`config.mk`:
```
export PLATFORM = sky130hd
export DESIGN_NAME = id_remap_allocator
export DESIGN_NICKNAME = d
export VERILOG_FILES = /design/src/rtl/id_remap_allocator.sv
export SDC_FILE = /design/constraint.sdc
export NUM_CORES = 1
export LEC_CHECK = 0
export CORE_ASPECT_RATIO = 2
export CORE_MARGIN = 4
export CORE_UTILIZATION = 43
export DETAILED_ROUTE_END_ITERATION = 6
export SKIP_LAST_GASP = 1
export SYNTH_ARGS = -nofsm -noshare
export SYNTH_HDL_FRONTEND = slang
export SYNTH_SLANG_ARGS = --single-unit
```
`constraint.sdc`:
```
create_clock -name clk -period 13.2 [get_ports clk]
set_input_delay 2.64 -clock clk [delete_from_list [all_inputs] [get_ports clk]]
set_output_delay 2.64 -clock clk [all_outputs]
set_load 0.02 [all_outputs]
```
`src/rtl/id_remap_allocator.sv`:
```
// ID remapping allocator: binds each in-flight original ID to a row of a slot matrix
// and hands out unique IDs {row,col}; frees return the original ID one cycle later.
module id_remap_allocator #(
  parameter int ID_WIDTH        = 16,
  parameter int NUM_ROWS        = 4,
  parameter int NUM_COLS        = 4,
  parameter int MAX_OUTSTANDING = NUM_ROWS * NUM_COLS,
  localparam int ROW_W = $clog2(NUM_ROWS),
  localparam int COL_W = $clog2(NUM_COLS),
  localparam int CNT_W = $clog2(MAX_OUTSTANDING + 1)
) (
  input  logic                clk,
  input  logic                rst,
  input  logic                alloc_valid,
  input  logic [ID_WIDTH-1:0] alloc_orig_id,
  output logic                alloc_ready,
  output logic [ID_WIDTH-1:0] alloc_uid,
  input  logic                free_valid,
  input  logic [ID_WIDTH-1:0] free_uid,
  output logic                free_resp_valid,
  output logic [ID_WIDTH-1:0] free_restored_id,
  output logic                free_err,
  output logic [CNT_W-1:0]    occupancy,
  output logic                empty,
  output logic                full
);

  localparam int RC_W = $clog2(NUM_COLS + 1);

  if (ROW_W + COL_W > ID_WIDTH) begin : g_bad_id_width
    $error("id_remap_allocator: ROW_W+COL_W exceeds ID_WIDTH");
  end
  if (MAX_OUTSTANDING < 1 || MAX_OUTSTANDING > NUM_ROWS * NUM_COLS) begin : g_bad_cap
    $error("id_remap_allocator: MAX_OUTSTANDING out of range");
  end

  logic [NUM_ROWS-1:0]                             row_bound_q, row_bound_d;
  logic [NUM_ROWS-1:0][ID_WIDTH-1:0]               row_id_q, row_id_d;
  logic [NUM_ROWS-1:0][NUM_COLS-1:0]               busy_q, busy_d;
  logic [NUM_ROWS-1:0][NUM_COLS-1:0][ID_WIDTH-1:0] slot_id_q, slot_id_d;
  logic [NUM_ROWS-1:0][RC_W-1:0]                   row_cnt_q, row_cnt_d;
  logic [CNT_W-1:0]                                occ_q, occ_d;
  logic                                            empty_q, empty_d;
  logic                                            full_q, full_d;
  logic                                            resp_valid_q, resp_valid_d;
  logic                                            resp_err_q, resp_err_d;
  logic [ID_WIDTH-1:0]                             resp_id_q, resp_id_d;

  logic             hit_s, any_unbound_s, grant_s, free_ok_s;
  logic [ROW_W-1:0] hit_row_s, new_row_s, sel_row_s, free_row_s;
  logic [COL_W-1:0] sel_col_s, free_col_s;
  logic [NUM_ROWS-1:0] grant_row_s, free_row_hit_s;
  logic             free_uid_unused_s;

  assign free_row_s        = free_uid[ROW_W+COL_W-1:COL_W];
  assign free_col_s        = free_uid[COL_W-1:0];
  assign free_uid_unused_s = ^free_uid;

  // Row/column selection from pre-free state; descending scans leave the lowest index.
  always_comb begin
    hit_s         = 1'b0;
    hit_row_s     = '0;
    any_unbound_s = 1'b0;
    new_row_s     = '0;
    sel_col_s     = '0;
    for (int r = NUM_ROWS - 1; r >= 0; r--) begin
      hit_s         = hit_s | (row_bound_q[r] && (row_id_q[r] == alloc_orig_id));
      hit_row_s     = (row_bound_q[r] && (row_id_q[r] == alloc_orig_id)) ? ROW_W'(r) : hit_row_s;
      any_unbound_s = any_unbound_s | !row_bound_q[r];
      new_row_s     = !row_bound_q[r] ? ROW_W'(r) : new_row_s;
    end
    sel_row_s = hit_s ? hit_row_s : new_row_s;
    for (int c = NUM_COLS - 1; c >= 0; c--) begin
      sel_col_s = !busy_q[sel_row_s][c] ? COL_W'(c) : sel_col_s;
    end
  end

  assign alloc_ready = !rst && !full_q &&
                       (hit_s ? (row_cnt_q[hit_row_s] < RC_W'(NUM_COLS)) : any_unbound_s);
  assign alloc_uid   = ID_WIDTH'({sel_row_s, sel_col_s});
  assign grant_s     = alloc_valid && alloc_ready;
  assign free_ok_s   = free_valid && busy_q[free_row_s][free_col_s];

  // Next-state for the slot matrix, row bindings and counters.
  always_comb begin
    for (int r = 0; r < NUM_ROWS; r++) begin
      grant_row_s[r]    = grant_s && (sel_row_s == ROW_W'(r));
      free_row_hit_s[r] = free_ok_s && (free_row_s == ROW_W'(r));
      row_cnt_d[r] = row_cnt_q[r] + (grant_row_s[r] ? RC_W'(1) : RC_W'(0))
                                  - (free_row_hit_s[r] ? RC_W'(1) : RC_W'(0));
      // A same-cycle grant into the row keeps it bound even if its last slot is freed.
      if (grant_row_s[r]) begin
        row_bound_d[r] = 1'b1;
        row_id_d[r]    = alloc_orig_id;
      end else if (free_row_hit_s[r] && (row_cnt_q[r] == RC_W'(1))) begin
        row_bound_d[r] = 1'b0;
        row_id_d[r]    = '0;
      end else begin
        row_bound_d[r] = row_bound_q[r];
        row_id_d[r]    = row_id_q[r];
      end
      for (int c = 0; c < NUM_COLS; c++) begin
        busy_d[r][c] = (grant_row_s[r] && (sel_col_s == COL_W'(c))) ? 1'b1 :
                       (free_row_hit_s[r] && (free_col_s == COL_W'(c))) ? 1'b0 : busy_q[r][c];
        slot_id_d[r][c] = (grant_row_s[r] && (sel_col_s == COL_W'(c))) ? alloc_orig_id
                                                                        : slot_id_q[r][c];
      end
    end
    occ_d        = occ_q + (grant_s ? CNT_W'(1) : CNT_W'(0)) - (free_ok_s ? CNT_W'(1) : CNT_W'(0));
    empty_d      = (occ_d == CNT_W'(0));
    full_d       = (occ_d == CNT_W'(MAX_OUTSTANDING));
    resp_valid_d = free_valid;
    resp_id_d    = free_ok_s ? slot_id_q[free_row_s][free_col_s] : '0;
    resp_err_d   = free_valid && !free_ok_s;
  end

  // State registers with asynchronous reset.
  always_ff @(posedge clk or posedge rst) begin
    if (rst) begin
      row_bound_q  <= '0;
      row_id_q     <= '0;
      busy_q       <= '0;
      slot_id_q    <= '0;
      row_cnt_q    <= '0;
      occ_q        <= '0;
      empty_q      <= 1'b1;
      full_q       <= 1'b0;
      resp_valid_q <= 1'b0;
      resp_id_q    <= '0;
      resp_err_q   <= 1'b0;
    end else begin
      row_bound_q  <= row_bound_d;
      row_id_q     <= row_id_d;
      busy_q       <= busy_d;
      slot_id_q    <= slot_id_d;
      row_cnt_q    <= row_cnt_d;
      occ_q        <= occ_d;
      empty_q      <= empty_d;
      full_q       <= full_d;
      resp_valid_q <= resp_valid_d;
      resp_id_q    <= resp_id_d;
      resp_err_q   <= resp_err_d;
    end
  end

  assign free_resp_valid  = resp_valid_q;
  assign free_restored_id = resp_id_q;
  assign free_err         = resp_err_q;
  assign occupancy        = occ_q;
  assign empty            = empty_q;
  assign full             = full_q;

endmodule

```
# == Yosys cells after proc, flatten, opt, wreduce, memory -nomap -nowiden ==
# Index checks and enable logic that the tools add are counted.
# classes
add_sub_neg,10
n_mul,0
div,0
order_cmp,5
n_eq_ne,21
shifts,0
mux,85
n_bitwise,6
reduce_logical,85
# op_table
op,n
two-way mux 16 bit,10
binary-select mux 64 bit (select 2 bit),1
== test 16 bit,4
two-way mux 64 bit,1
logical AND 1 bit,53
two-way mux 1 bit,52
nonzero test 2 bit,20
binary-select mux 16 bit (select 2 bit),1
two-way mux 2 bit,13
binary-select mux 4 bit (select 2 bit),2
"== test 2 bit, second input constant",8
adder 3 x 1 -> 3 bit,4
"== test 3 x 1 -> 1 bit, second input constant",4
"< comparator 2 x 3 -> 1 bit, second input constant",4
subtractor 3 x 1 -> 3 bit,4
"== test 2 x 1 -> 1 bit, second input constant",4
zero test 2 bit,4
two-way mux 4 bit,2
zero test 1 bit,7
binary-select mux 3 bit (select 2 bit),1
OR 1 bit,6
adder 5 x 1 -> 5 bit,1
"== test 5 bit, second input constant",1
zero test 5 bit,1
4 further kinds,4
# totals
reg_bits,377
latch_bits,0
mem_bits_rw,0
mem_bits_ro,0
output_inout_bits,42
wordCells,262
mem_count,0

# == Longest topological paths before layout ==
# Gate-level depths: netlist (run 1).
# depth
ltp_word,16
ltp_mapped,19
ltp_nobuf,17

# == Worst setup path after synthesis (run 1) ==
# No wires, ideal clock.
# synth_path
kind,input port to output port
start,in alloc_orig_id[11]
end,out alloc_uid[1]
t_arrival_ns,5.458
required_ns,10.560
slack_ns,5.102
path_stages,9
n_path_buf,1
cell_sequence,buf_2 -> xor2_1 -> or4b_1 -> or3_1 -> nor3_4 -> a21oi_2 -> o21ai_4 -> mux2_2 -> nor3_1
# synth_between
elab_chain_len,13
# synth_lines
item,line,source
start: declaration,15,"input logic [ID_WIDTH-1:0] alloc_orig_id,"
== test 16 bit,"67, 68",
logical AND 1 bit,"67, 68",
two-way mux 2 bit (4 in series),68,hit_row_s = (row_bound_q[r] && (row_id_q[r] == alloc_orig_id)) ? ROW_W'(r) : hit_row_s;
two-way mux 2 bit *,72,sel_row_s = hit_s ? hit_row_s : new_row_s;
binary-select mux 4 bit (select 2 bit) *,74,sel_col_s = !busy_q[sel_row_s][c] ? COL_W'(c) : sel_col_s;
two-way mux 4 bit (not written as such) *,74,
two-way mux 2 bit (3 in series),74,
two-way mux 2 bit *,74,
end: declaration,17,"output logic [ID_WIDTH-1:0] alloc_uid,"
# Every way passes the cells marked *; elsewhere a longest branch is shown, timed or not. The select of a mux whose other input is x is not followed.

# == Worst setup path after layout (run 1) ==
# layout_path
start,in alloc_orig_id[8]
end,out alloc_uid[1]
# The elaborated chain is that of the path after synthesis.

==> impl_results.md, run 1 <==
* Hpwl dp at 26,400 um
* # nets final at ~1,300
* CTS Hold Bufs at 0
* Setup TNS at 0 ns
* Deepest clock path buffer count at 3
* Leak pwr at between 9 and 10 nW
* Worst VDD drop at approximately 0.00011 V
* PnR Total Power at roughly 2.3 mW
* Vias in the first global route at about 11,000
* Startpoint types: input port
* Largest cells by area after synthesis: dfrtp_1, mux2_2, mux4_2, a22o_1, xnor2_1
* Post-CTS setup buffer count at 0
* Critical Path RT at 10.56 ns
* Most frequent cells in the layout: dfrtp_1, mux2_2, mux4_2, a22o_1, clkdlybuf4s50_1
* Root buffer cell: clkbuf_16
* RSZ-0062 raised after global routing: no
* Relative slew slack at 0.237
* Power per cell area at 117 nW/um2
* Share of cells above drive strength 1 at 0.363
* Commonest non-fill, non-tap cell in the layout: dfrtp_1
* Initial Util at 0.438
* DR WL/cell at ~24 um
* Crit Path Max Fanout at 24
* Synth area leader: dfrtp_1
* Status: finished, final reports clean
* Row count at between 100 and 150
* CP Data Arrival Time at 7.17 ns
* Fin crit period at slightly below 10 ns
* Wire length of the first global-routing pass at 67,000 um
* Clk Latency, worst-skew pair at between 0.5 and 0.6 ns
* TritonCTS clock tree: done
* Synth Flop Type: dfrtp_1
* Placer congestion estimate at slightly above 0.8
* Initial DRC Count at 415
* CP Capture Type: output pin
* Final Cell Area at between 15,000 and 20,000 um2
* Yosys cell types at between 60 and 70
* GRT Overall Usage at 0.199
* Synth Warn # at 0
* Slew @ Worst Pin at approximately 1.1 ns
* Post-Syn Instances at roughly 1,200
* P&R area growth vs syn at 12.0%
* Final hold slack at between 0.4 and 0.5 ns
* Synth Cell Area at 17,700 um2
* Die area at roughly 45,000 um2
* Antenna-violating nets left at 0
* Setup violations, final at 0
* Die Y at between 200 and 300 um
* Crit Path Category: in -> out
* Placed Area at 18,700 um2
* Total CTS buffers at 36
* Worst Hold Class: reg -> reg
* Achievable Freq at roughly 100 MHz
* IO buf count at 53
* H-tree levels at 2
* Post-synth top area share at 0.531
* Pre-antenna DRT Iters at 4
* EDFF count, synth at 0
* Vias/cell at ~5.6
* DRC Markers at 0
* Total of max-cap violations at 0
* Core box area at 40,500 um2
* Register bit total from synthesis at approximately 380
* Skew final at around 0.014 ns
* Final hold vios at 0
* Largest net degree at the start of global routing at 186
* Post-synthesis sequential area ratio at 0.533
* Width of the die at about 150 um
* Vias after detailed routing at 10,200
* Io pins at 78
* Sink Count at between 300 and 400
* Antenna cells at 0
* GR Overflow Total at 0
* Max-slew violations at 0
* PostCTS Resize Cnt at 0
* Syn Area/Cell at 14.4 um2
* Final Cycle Share at 0.743
* Reg clk slew, reported paths at 0.06 ns
* Routed WL at 43,300 um
* Asr flop ratio synth at 1.00
* Antenna violations before repair at 0
power breakdown:
part | internal, mW | total, mW | switching [mW]
sequential | 1.16 | 1.16 | 0.00266
combinational | 0.0407 | 0.126 | 0.0858
clock | 0.574 | 1.02 | 0.450
cell families after synthesis:
kind of cell,Yosys count,synth area share
other,1,0.000212
buffers and inverters,155,0.0394
adders and majority gates,18,0.0148
DFF,377,0.533
muxes,353,0.279
and+or+nand+nor,138,0.0460
AOI/OAI and AO/OA,113,0.0503
xor gates and xnor gates,76,0.0376
worst max-delay path: stages:
cell and delay, ns:
clkdlybuf4s50_1 1.01, xor2_1 0.39, nor4_1 0.42, nand4_1 0.33
or2_2 0.50, o211ai_2 0.29, mux2i_1 0.20, mux2_2 0.40
nor3_1 0.30, clkdlybuf4s50_1 0.68
cells in the mapped netlist (11+ instances only):
master	instances
inv_1	37
o21ai_0	24
nand2_1	30
mux4_2	85
xnor2_1	39
mux2_2	250
and3_1	18
xor2_1	37
a22o_1	64
clkbuf_1	72
nand3_1	11
dfrtp_1	376
buf_2	18
ha_1	13
buf_4	15
nor2_1	13
final timing paths:
check / cells after the start / to / from / slack (ns)
worst max register to register: 15 / row_cnt_q[11] / row_id_q[60] / 8.15
worst max-delay path: 10 / alloc_uid[1] / alloc_orig_id[8] / 3.39
worst min-delay path: 1 / slot_id_q[118] / slot_id_q[118] / 0.49
worst min register to register: 1 / slot_id_q[118] / slot_id_q[118] / 0.49
max in group asynchronous: 4 / slot_id_q[224] / rst / 8.09
min in group asynchronous: 2 / occupancy[4] / rst / 2.72
registers in the layout, indices dropped and copies added, names as in the netlist:
signal and flops:
slot_id_q 256, row_cnt_q 12, full 1, empty 1, row_bound_q 4, free_restored_id 16
occupancy 5, busy_q 16, free_resp_valid 1, row_id_q 64, free_err 1
per-layer routing:
layer | part of all wire | global-route usage | vias to the layer above
met1 | 0.40 | 0.245 | 5430
met2 | 0.54 | 0.362 | 181
met5 | 0 | 0 | -
met4 | 0.033 | 0.0652 | 0
li1 | - | - | 4478
met3 | 0.029 | 0.0216 | 77
area by class of cell:
type,count,area (um2)
well taps,530,663
inverters,39,154
repair buffers,85,773
fillers,3489,20600
clock buffers,52,1080
flip-flops and latches,377,9440
multi-input cells,710,7640
clock inverters,13,80.1
stage by stage:
stage,worst slack (ns),instances,util
after floorplan,0.0893,1242,-
after global placement,3.33,1741,0.461
after detailed placement,3.33,1741,0.461
after CTS,3.31,1806,0.490
after global routing,3.16,1806,0.490
final,3.39,1806,0.490
No activity file was read; power rests on OpenSTA's default activity.
==> run 2: changes to the inputs <==
clock period = 9.35 ns   (was 13.2 ns; I/O delays follow)
==> run 2 against run 1 <==
Sequential share of layout area fell by 0.23 points. Clock-buffer cell count did not move. Cell count rose by 0.28%. Worst setup slack got worse by 2.2 ns. Die area did not move. Worst hold slack improved by 0.0084 ns. Via count rose by 0.99%. Register-to-register slack got worse by 3.7 ns. Largest power group unchanged. Highest routed layer unchanged.
==> impl_results.md, run 2 (synthesis results as in run 1) <==
* RSZ-0062 raised after global routing: no
* Initial DRC Count at roughly 550
* Setup TNS at 0 ns
* Achievable Freq at ~120 MHz
* Commonest non-fill, non-tap cell in the layout: dfrtp_1
* Clock power share at 0.454
* DRC Markers at 0
* H-tree levels at 2
* Antenna cells at 0
* Deepest clock path buffer count at 3
* IO buf count at 53
* Placer congestion estimate at 0.848
* Worst Hold Class: reg -> reg
* CP Data Arrival Time at 6.30 ns
* Vias/cell at around 5.7
* Skew final at about 0.026 ns
* Initial Util at 0.438
* Slew @ Worst Pin at between 1 and 1.5 ns
* Width of the die at 151 um
* GRT Overall Usage at 0.207
* Root buffer cell: clkbuf_16
* Leak pwr at between 9 and 10 nW
* CP Capture Type: output pin
* Startpoint types: input port
* Status: finished, final reports clean
* Sink Count at roughly 380
* Placed Area at ~19,000 um2
* GR Overflow Total at 0
* Reg clk slew, reported paths at 0.06 ns
* Core box area at between 40,000 and 50,000 um2
* Final hold vios at 0
* Total CTS buffers at 35
* Worst VDD drop at approximately 0.00015 V
* Pre-antenna DRT Iters at 4
* Vias in the first global route at between 10,000 and 15,000
* Die Y at between 200 and 300 um
* Most frequent cells in the layout: dfrtp_1, mux2_2, mux4_2, a22o_1, clkdlybuf4s50_1
* Row count at 104
* Share of cells above drive strength 1 at 0.361
* Critical Path RT at approximately 7.5 ns
* DR WL/cell at between 20 and 25 um
* Sequential power share at 0.491
* CTS Hold Bufs at 0
* Final Cycle Share at 0.874
* Setup violations, final at 0
* Sw power at ~0.75 mW
* Total of max-cap violations at 0
* Hpwl dp at 28,200 um
* Relative slew slack at 0.181
* Sw Ratio at 0.224
* Int Pwr at ~2.6 mW
* Gate power share at 0.055
* Antenna violations before repair at 0
* Largest reg by FF count: slot_id_q
* P&R area growth vs syn at 12.5%
* Post-CTS setup buffer count at 0
* Vias after detailed routing at around 10,000
* Fillers at between 3,000 and 4,000
* Largest register FFs at between 200 and 300
* Largest net degree at the start of global routing at ~190
* Power per cell area at ~170 nW/um2
* PostCTS Resize Cnt at 0
* Max-slew violations at 0
* Crit Path Max Fanout at 24
* Io pins at 78
* # nets final at approximately 1,300
* Final Cell Area at 19,900 um2
* TritonCTS clock tree: done
* Fin crit period at between 8 and 9 ns
* Antenna-violating nets left at 0
* Die area at roughly 45,000 um2
* Clk Latency, worst-skew pair at roughly 0.54 ns
* Wire length of the first global-routing pass at just under 70,000 um
* Top flop regs: slot_id_q: 256 flops, row_id_q: 64 flops
* Crit Path Category: in -> out
* Routed WL at around 44,000 um
run 2: cell count changes in the layout (fill, tap and decap cells not counted), sizes merged:
| cell | delta |
|---|---|
| inv | -3 |
| buf | +10 |
| clkinv | -5 |
| clkinvlp | -1 |
| bufinv | +4 |
run 2: final cells by class:
type                            instances  area [um2]  share of cell area
Clock buffer                           52        1060              0.0533
Multi-Input combinational cell        710        7620               0.383
Tap cell                              530         663              0.0333
Sequential cell                       377        9440               0.474
Timing Repair Buffer                   95         848              0.0426
Inverter                               39         150             0.00754
Clock inverter                          8         143             0.00716
run 2: metal layers:
metal,up-vias,part of all wire,GRT usage
met2,196,0.54,0.372
met5,-,0,0
met1,5500,0.39,0.249
met4,0,0.045,0.0873
li1,4485,-,-
met3,86,0.031,0.0230
run 2: metrics by stage:
stage | worst slack (ns) | hold slack (ns) | std cells | utilization | power, mW
final | 1.18 | 0.498 | 1811 | 0.492 | 3.34
after global routing | 0.922 | 0.508 | 1811 | 0.492 | 3.46
after CTS | 1.21 | 0.502 | 1811 | 0.492 | 3.39
after detailed placement | 1.23 | 0.487 | 1751 | 0.463 | 1.86
after global placement | 1.26 | 0.468 | 1751 | 0.463 | 1.86
after floorplan | 2.42 | 0.459 | 1242 | - | 1.80
run 2: power by group through the flow:
| stage | registers [mW] | clock network, mW | logic, mW |
|---|---|---|---|
| floorplan | 1.68 | 0 | 0.119 |
| global placement | 1.67 | 0 | 0.185 |
| detailed placement | 1.67 | 0 | 0.188 |
| CTS | 1.64 | 1.56 | 0.188 |
| global route | 1.64 | 1.62 | 0.201 |
| finish | 1.64 | 1.52 | 0.182 |
run 2: worst paths after layout:
check | startpoint | to | slack, ns | cells after the start
max | alloc_orig_id[15] | alloc_uid[1] | 1.18 | 10
min | slot_id_q[120] | slot_id_q[120] | 0.50 | 1
max reg2reg | row_id_q[60] | slot_id_q[175] | 4.45 | 12
min reg2reg | slot_id_q[120] | slot_id_q[120] | 0.50 | 1
max in group asynchronous | rst | slot_id_q[241] | 5.32 | 4
min in group asynchronous | rst | busy_q[14] | 1.86 | 2
run 2: critical path, cell delays in order:
cell and delay, ns:
clkdlybuf4s50_1 0.94, xnor2_1 0.45, nand4_1 0.11, or3_1 0.42, o21ai_0 0.47, o211ai_2 0.36
mux2i_1 0.22, mux2_2 0.41, nor3_1 0.36, clkdlybuf4s50_1 0.68
==> run 3: changes to the inputs <==
CORE_MARGIN = 2   (was 4)
==> run 3 against run 2 <==
Global-route usage up 0.29 points. First-iteration DRC count decreased by 3.1%. Sequential cell count unchanged. Clock skew down 0.018 ns. Die area fell by 4.0%. Register-to-register slack about the same. Largest cell class unchanged.
==> impl_results.md, run 3 (synthesis results as in run 1) <==
* Highest metal used: met4
* Crit Path Max Fanout at 24
* CP Capture Type: output pin
* Final hold slack at between 0.4 and 0.5 ns
* Pre-CTS WS at around 1.2 ns
* Placed Cells at between 1,500 and 2,000
* Leak pwr at a little under 10 nW
* Largest delay share family, worst path: buffers and inverters
* # nets final at roughly 1,300
* Met2 wire len at between 20,000 and 25,000 um
* Gate power share at 0.056
* Pre-antenna DRT Iters at 5
* Share of cells above drive strength 1 at 0.360
* Largest register FFs at approximately 260
* Startpoint types: input port
* Worst VDD drop at between 0.00015 and 0.0002 V
* CP bufs+invs at 2
* GR Overflow Total at 0
* DR WL/cell at 24.2 um
* Worst path cell trace: clkdlybuf4s50_1 > xor2_1 > nor4_1 > nand4_1 > or2_2 > o211ai_2 > mux2i_1 > mux2_2 > nor3_1 > clkdlybuf4s50_1
* H-tree levels at 2
* Max-slew violations at 0
* Row count at around 110
* Width of the die at ~150 um
* Vias in the first global route at 11,100
* Vias/cell at 5.69
* Deepest clock path buffer count at 3
* Setup ws final at roughly 1.2 ns
* Critical Path RT at 7.48 ns
* Met1 Routed Length at 17,500 um
* Finished Layout Cells at ~1,800
* IO buf count at between 50 and 60
* Int Pwr at about 2.5 mW
* Final Cycle Share at 0.866
* Power per cell area at ~160 nW/um2
* Fin crit period at around 8.1 ns
* Reg clk slew, reported paths at 0.06 ns
* Achievable Freq at 123 MHz
* Final Cell Area at between 15,000 and 20,000 um2
* P&R area growth vs syn at 12.0%
* Worst Hold Class: reg -> reg
* PostCTS Resize Cnt at 0
* Status: finished, final reports clean
* Initial DRC Count at between 500 and 600
* Most frequent cells in the layout: dfrtp_1, mux2_2, mux4_2, a22o_1, clkdlybuf4s50_1
* PnR Total Power at around 3.2 mW
* Placed Area at approximately 19,000 um2
* CP Data Arrival Time at between 6 and 7 ns
* Sink Count at 377
* Die area at ~43,000 um2
* Total of max-cap violations at 0
* Routed WL at 43,900 um
* Sw Ratio at 0.228
* TritonCTS clock tree: done
* Worst hold start: slot_id_q[118]
* Crit path from: alloc_orig_id[6]
* Skew final at approximately 0.0076 ns
* Slowest cell on the critical path: clkdlybuf4s50_1
* Largest reg by FF count: slot_id_q
* Io pins at 78
* WL met3 at approximately 1400 um
* CTS Hold Bufs at 0
* GRT Overall Usage at 0.210
* Setup violations, final at 0
* Die Y at 291 um
* Antenna cells at 0
* Wire length of the first global-routing pass at ~68,000 um
* Post-CTS setup buffer count at 0
* Final hold vios at 0
* Crit path top cell by count: clkdlybuf4s50_1
* Setup TNS at 0 ns
* Relative slew slack at 0.220
* Commonest non-fill, non-tap cell in the layout: dfrtp_1
* RSZ-0062 raised after global routing: no
* Crit Path Category: in -> out
* Antenna violations before repair at 0
* Placer congestion estimate at 0.834
* Root buffer cell: clkbuf_16
* Top flop regs: slot_id_q: 256 flops, row_id_q: 64 flops
* Hpwl dp at 27,500 um
* R2r startpoint: row_id_q[8]
* DRC Markers at 0
* Largest net degree at the start of global routing at approximately 190
* Sequential power share at 0.505
* Slew @ Worst Pin at 1.17 ns
* Clock power share at 0.439
* Antenna-violating nets left at 0
* Sw power at around 0.74 mW
* Total CTS buffers at 35
* Clk Latency, worst-skew pair at roughly 0.52 ns
* Fin util at 0.486
* Initial Util at 0.433
* Core box area at 40,900 um2
* Vias after detailed routing at 10,300
* Critical path's largest stage delay at about 0.98 ns
-- run 3: cell count changes in the layout (fill, tap and decap cells not counted), sizes merged --
cell,delta
buf,-1
bufinv,-2
clkbuf,-2
clkinvlp,-1
inv,+1
-- run 3: metal layers --
layer  track usage  up-vias
met5             0        -
met4        0.0826        0
met3        0.0230       92
met2         0.376      233
met1         0.258     5493
li1              -     4478
-- run 3: final cells by class --
type / instances / area (um2)
clock inverters: 6 / 83.8
multi-input cells: 710 / 7630
fillers: 3566 / 21000
flip-flops and latches: 377 / 9440
clock buffers: 50 / 1020
inverters: 39 / 150
well taps: 535 / 669
repair buffers: 94 / 853
-- run 3: path summary, 6_finish.rpt --
check | end | cells past startpoint | slack [ns]
worst min-delay path | slot_id_q[118] | 1 | 0.49
worst max register to register | row_cnt_q[8] | 15 | 4.44
max in group asynchronous | slot_id_q[39] | 3 | 6.00
min in group asynchronous | busy_q[10] | 2 | 1.86
worst max-delay path | alloc_uid[1] | 10 | 1.25
worst min register to register | slot_id_q[118] | 1 | 0.49
-- run 3: worst reg2reg max path, stage by stage, from the launching register on --
cell,delay (ns)
dfrtp_1,0.39
xor2_1,0.15
nor4_1,0.46
nand4_1,0.36
or3_1,0.49
a21o_1,0.17
a21oi_1,0.36
nand2_2,0.22
nor2_2,0.65
inv_2,0.26
ha_1,0.36
inv_1,0.04
ha_1,0.19
fa_1,0.41
xor2_1,0.18
xnor2_1,0.12
-- run 3: power groups by stage --
stage | combinational (mW) | clock (mW) | sequential, mW
4_1_cts | 0.187 | 1.47 | 1.64
2_1_floorplan | 0.119 | 0 | 1.68
3_3_place_gp | 0.184 | 0 | 1.67
5_1_grt | 0.201 | 1.53 | 1.64
3_5_place_dp | 0.186 | 0 | 1.67
6_report | 0.181 | 1.43 | 1.64
